**config.mk**
```make
export PLATFORM = sky130hd
export DESIGN_NAME = instr_fetch_unit
export DESIGN_NICKNAME = d
export VERILOG_FILES = /design/src/rtl/instr_fetch_unit.sv
export SDC_FILE = /design/constraint.sdc
export NUM_CORES = 1
export LEC_CHECK = 0
export BUFFER_PORTS_ARGS = -buffer_cell sky130_fd_sc_hd__buf_2
export CORE_UTILIZATION = 46
export CTS_BUF_LIST = sky130_fd_sc_hd__clkbuf_8 sky130_fd_sc_hd__clkbuf_16
export CTS_CLUSTER_DIAMETER = 40
export DETAILED_ROUTE_END_ITERATION = 10
export HOLD_SLACK_MARGIN = 0.05
export PLACE_DENSITY = 0.73
export SYNTH_ARGS = -nofsm -noshare
export SYNTH_HDL_FRONTEND = slang
export SYNTH_SLANG_ARGS = --single-unit
export TNS_END_PERCENT = 1
```
**constraint.sdc**
```tcl
create_clock -name clk -period 3.2 [get_ports clk]
set_clock_uncertainty 0.05 [all_clocks]
set_input_delay 0.48 -clock clk [delete_from_list [all_inputs] [get_ports clk]]
set_output_delay 0.48 -clock clk [all_outputs]
set_load 0.005 [all_outputs]
```
**src/rtl/instr_fetch_unit.sv**
```systemverilog
// Instruction fetch unit: owns the PC, fetches from a combinational memory into a one-entry
// valid/ready output stage, and handles redirects. Optional FETCH_PERF_COUNT_EN adds fetch_count.
module instr_fetch_unit #(
  parameter logic [31:0] RESET_PC = 32'h0000_0000,
  parameter int unsigned ADDR_W   = 12
) (
  input  logic              clk,
  input  logic              reset,
  output logic [ADDR_W-1:0] imem_addr,
  input  logic [31:0]       imem_data,
  output logic [31:0]       instr,
  output logic [31:0]       instr_pc,
  output logic              instr_valid,
  input  logic              instr_ready,
  input  logic              redirect,
  input  logic [31:0]       redirect_pc,
`ifdef FETCH_PERF_COUNT_EN
  output logic [31:0]       fetch_count,
`endif
  output logic              fault
);

  typedef enum logic [0:0] {StRun, StFault} state_e;

  state_e      state_q, state_d;
  logic [31:0] pc_q, pc_d;
  logic [31:0] instr_q, instr_d;
  logic [31:0] instr_pc_q, instr_pc_d;
  logic        valid_q, valid_d;
`ifdef FETCH_PERF_COUNT_EN
  logic [31:0] count_q, count_d;
`endif

  always_ff @(posedge clk or posedge reset) begin
    if (reset) begin
      state_q    <= StRun;
      pc_q       <= RESET_PC;
      instr_q    <= 32'h0;
      instr_pc_q <= 32'h0;
      valid_q    <= 1'b0;
`ifdef FETCH_PERF_COUNT_EN
      count_q    <= 32'h0;
`endif
    end else begin
      state_q    <= state_d;
      pc_q       <= pc_d;
      instr_q    <= instr_d;
      instr_pc_q <= instr_pc_d;
      valid_q    <= valid_d;
`ifdef FETCH_PERF_COUNT_EN
      count_q    <= count_d;
`endif
    end
  end

  always_comb begin
    state_d    = state_q;
    pc_d       = pc_q;
    instr_d    = instr_q;
    instr_pc_d = instr_pc_q;
    valid_d    = valid_q;
    case (state_q)
      StRun: begin
        if (redirect) begin
          // A redirect voids any same-cycle handshake on the stage.
          valid_d = 1'b0;
          if (redirect_pc[1:0] == 2'b00) begin
            pc_d = redirect_pc;
          end else begin
            state_d = StFault;
          end
        end else if (!valid_q || instr_ready) begin
          instr_d    = imem_data;
          instr_pc_d = pc_q;
          valid_d    = 1'b1;
          pc_d       = pc_q + 32'd4;
        end
      end
      StFault: begin
        valid_d = 1'b0;
      end
      default: begin
        state_d = StFault;
        valid_d = 1'b0;
      end
    endcase
  end

`ifdef FETCH_PERF_COUNT_EN
  always_comb begin
    count_d = count_q;
    if (state_q == StRun && valid_q && instr_ready && !redirect) begin
      count_d = count_q + 32'd1;
    end
  end

  assign fetch_count = count_q;
`endif

  assign imem_addr   = pc_q[ADDR_W+1:2];
  assign instr       = instr_q;
  assign instr_pc    = instr_pc_q;
  assign instr_valid = valid_q;
  assign fault       = (state_q == StFault);

endmodule

```
**Yosys cells after proc, flatten, opt, wreduce, memory -nomap -nowiden**

Cells that the tools add are included.
W data, S select, Z words.

- Register bits: 98
- Bits in latches: 0
- RAM bits: 0
- Memory bits (read-only): 0
- Logic and storage cells: 25
- Memories: 0

- $add $sub $neg: 1
- $mul: 0
- Div/mod/pow operators: 0
- Order comparisons: 0
- Equal/unequal tests: 2
- Shift operators: 0
- Muxes and demuxes: 9
- Bitwise operators: 2
- Reduce and logical (&&, ||, !) cells: 6

Operator list:

| kind | number |
|---|---|
| $mux W32 | 3 |
| $add A32 B3 Y32 const B | 1 |
| $reduce_and A3 Y1 | 2 |
| $mux W1 | 5 |
| $ne A3 B3 Y1 const B | 1 |
| $logic_not A2 Y1 | 1 |
| $ne A2 B1 Y1 const B | 1 |
| $not A1 Y1 | 2 |
| $pmux W1 S2 | 1 |
| $reduce_bool A2 Y1 | 1 |
| $logic_not A1 Y1 | 1 |
| $logic_or A1 B1 Y1 | 1 |

**Depth between registers and ports, before layout**

- Word-level depth: 5
- Depth in mapped cells: 8
- Depth with buffers taken out: 6

**Least setup slack after synthesis**

OpenSTA, ideal clock, no wires.

- Path type: input -> register
- Start point: input port redirect
- End point: register pc_q[30]
- Arrival: 1753 ps
- Data required time: 3079 ps
- Path slack: 1327 ps
- Stages on the path: 7
- Buffers on the path: 2
- Path through: buf_2 -> inv_2 -> nor3_1 -> o21bai_1 -> buf_2 -> or4_1 -> nand4_1

- Longest elaborated chain between the ends: 2
- Elaborated cells between the ends (all ways): 4
- Those cells by class: 1 x eq/ne; 1 x mux; 2 x reduce/logical

RTL lines:

| item | RTL line | text |
|---|---|---|
| start, declared | 15 | `input logic redirect,` |
| $ne A2 B1 Y1 (no source line) or $reduce_bool A2 Y1 (tied branches) | n/a |  |
| $reduce_and A3 Y1 (no source line) | n/a |  |
| end signal, assigned | 46 | `pc_q <= pc_d;` |
| end, declared | 26 | `logic [31:0] pc_q, pc_d;` |

Several ways; a longest one is shown, not always the timed one.
A chain may end at the register's enable or synchronous reset.

**Worst setup path after layout**

- Start point: register pc_q[10]
- End point: register pc_q[27]

- Longest elaborated chain between the ends: 3

RTL lines:

| item | RTL line | text |
|---|---|---|
| $add A32 B3 Y32 | 76 | `pc_d = pc_q + 32'd4;` |
| $mux W32 | 72 | `end else if (!valid_q \|\| instr_ready) begin` |
| $mux W32 | 64 | `if (redirect) begin` |

No other way between the ends. The select of a mux whose other input is x is not followed.

==> out/results.tsv <==
metric	value	unit
run_status	completed	
sw_frac_of_total	27.57	%
endpoint_kind	flop	
start_util	47.30	%
clk_latency	370	ps
fmax	431.1	MHz
hpwl	7.367	mm
wl_met2	4.934	mm
postSynthAreaPerCell	11.20	sq um
synthesis.area	0.004602	sq mm
worstSetupPathType	flop to flop	
ys.flop_type	dfrtp_1	
cpPeakStageDelay	630	ps
fin_crit	2320	ps
core_area	0.009729	sq mm
wl_met3	705	um
place_congestion	0.7665	
cts_setup_buffers	0	
cts_root_buf	clkbuf_8	
post-route-util	57.30	%
yosysWarnings	0	
cts.sinks	98	
die_y	102.0	um
async_reset_ff_share	100.0	%
num_antenna_cells	0	
htreeDepth	3	
worstPathArrival	2580	ps
finalSetupViolCount	0	
peakVddDrop	0.2787	mV
power_density	520.2	mW/mm^2
fin_crit_sh	72.49	%
p_leak	2.762	nW
port_buffers	145	
combinationalPowerShare	17.1	%
grt_pass1_wl	16.75	mm
finalHoldViolCount	0	
numCtsBuffers	9	
num_io_pins	146	
cts_tree	yes	
die_width	102.0	um
drive_gt1_share	45.19	%
tightest_slew	1074	ps
rsz0062_at_grt	no	
synth_edf_count	0	
switchingPower	0.7995	mW
clk_pin_slew	100	ps
setup-tns-final	0	ps
cts_resized	0	
track_usage	20.96	%
avgViaCountPerCell	5.480	
cts_hold_buf	0	
synth_top_area_cell	dfrtp_1	
r2r_slack	880	ps
synth_area_leaders	dfrtp_1 53%, mux2_2 15%, a21oi_1 2.8%, o21ai_0 2.8%, buf_4 2.3%	
rows	36	
syn_nets	480	
worstPathRequired	3460	ps
hold_class	primary input to asynchronous set/reset pin	
wire_per_inst	15.74	um
top_layer	met4	
slew_violations	0	
final_cells	673	
clock_path_buffers	2	
m1WireLength	4.748	mm
synthDistinctLibCells	45	
critPathLaunchType	flop	
antenna_found_initial	0	
wl	10.59	mm
cp_max_fo	18	
grt_max_degree	55	
ant_nets	0	
slew_headroom	28.33	%
num_vias	3688	
ys_seq_elements	98	
drtIter0Drc	201	
crit_slowest_cell	nor3_4	
final_common_cell	buf_2	
synth_cells	411	
synth_top_area_share	53.29	%
die-area	0.01041	sq mm
num-nets-final	604	
areaGrowthSynthToFinish	21.15	%
maxCapViolations	0	
p_seq_share	54.5	%
clkPwrFrac	28.4	%
intPower	2.101	mW
gr-total-overflow	0	
grt_pass1_vias	3462	
post-route-drc-count	0	
finalPower	2.900	mW
final_cell_mix	145 x buf_2, 98 x dfrtp_1, 62 x mux2_2, 26 x o21ai_0, 26 x a21oi_1	
drt_pre_antenna_iters	4	
place_inst	657	
worstPathCellList	nand4_2, nor3_4, nand3_2, or4b_1, nand3_1	
seq_area_frac_synth	53.29	%
==> Yosys cell counts, types with 2 or more instances <==
cell type	count
a21oi_1	26
mux2_2	62
nand3_1	20
a22oi_1	4
nor3_1	8
o21ai_0	26
nor4_1	4
dfrtp_1	98
a2bb2oi_1	3
buf_1	3
and3_1	7
a31o_2	3
and4_1	3
a21boi_0	2
a41o_1	3
a31oi_1	7
buf_2	12
o31ai_1	2
a22o_1	2
buf_4	14
inv_1	3
nand2_1	18
a21o_1	2
nand2b_1	3
nor2b_1	3
and2_1	2
o22ai_1	6
nor2_1	19
nand4_1	13
clkbuf_1	13
mux2i_1	6
==> logic make-up after synthesis <==
family          Yosys count  synth area share [%]
mux                      68                 16.48
compound gates           91                 12.15
buf+inv                  46                 5.220
flops                    98                 53.29
simple gates            107                 12.59
fa+ha+maj                 1                0.2718
==> path summary, 6_finish.rpt <==
| path | startpoint | to | cells after the start |
|---|---|---|---|
| min in group clk | redirect_pc[2] | pc_q[2] | 3 |
| max reg2reg | pc_q[10] | pc_q[27] | 5 |
| max in group asynchronous | reset | instr_pc[17] | 3 |
| max | pc_q[10] | pc_q[27] | 5 |
| min | reset | pc_q[31] | 2 |
| min reg2reg | instr_pc[13] | instr_pc[13] | 2 |
==> critical path, delay by kind of cell (launching register included) <==
kind / cells / cell delay [ps]
simple gates: 5 / 1670
flops: 1 / 530
==> final cells by class <==
type / instances / area [sq um]
clock buffers: 11 / 151.4
clock inverters: 5 / 53.80
fillers: 872 / 4154
inverters: 4 / 17.52
multi-input cells: 267 / 1921
flip-flops and latches: 98 / 2452
well taps: 133 / 166.4
repair buffers: 155 / 813.3
==> sequential cells by signal, summed over array words and instances, names as in the netlist <==
register,flops
instr_pc,32
instr_valid,1
instr,32
fault,1
pc_q,32
==> routing by layer <==
metal / track usage, % / vias up
met2: 32.78 / 138
met3: 3.488 / 16
met1: 28.79 / 1791
met4: 9.341 / 0
met5: 0 / -
li1: - / 1743
==> per-stage QoR <==
step           cell area (sq um)  worst slack (ps)  hold slack, ps
2_1_floorplan               4602             107.9           423.3
3_3_place_gp                5370             766.3           410.4
3_5_place_dp                5370             668.2           431.5
4_1_cts                     5575             916.0           170.8
5_1_grt                     5575             769.6           219.9
6_report                    5575             880.3           164.6
==> power groups by stage <==
stage	clock, mW	sequential, mW	combinational, mW
after floorplan	0	1.58	0.289
after global routing	0.886	1.61	0.557
after detailed placement	0	1.60	0.502
final	0.825	1.58	0.495
after global placement	0	1.59	0.489
after CTS	0.850	1.58	0.503
No activity file was read; power rests on OpenSTA's default activity.
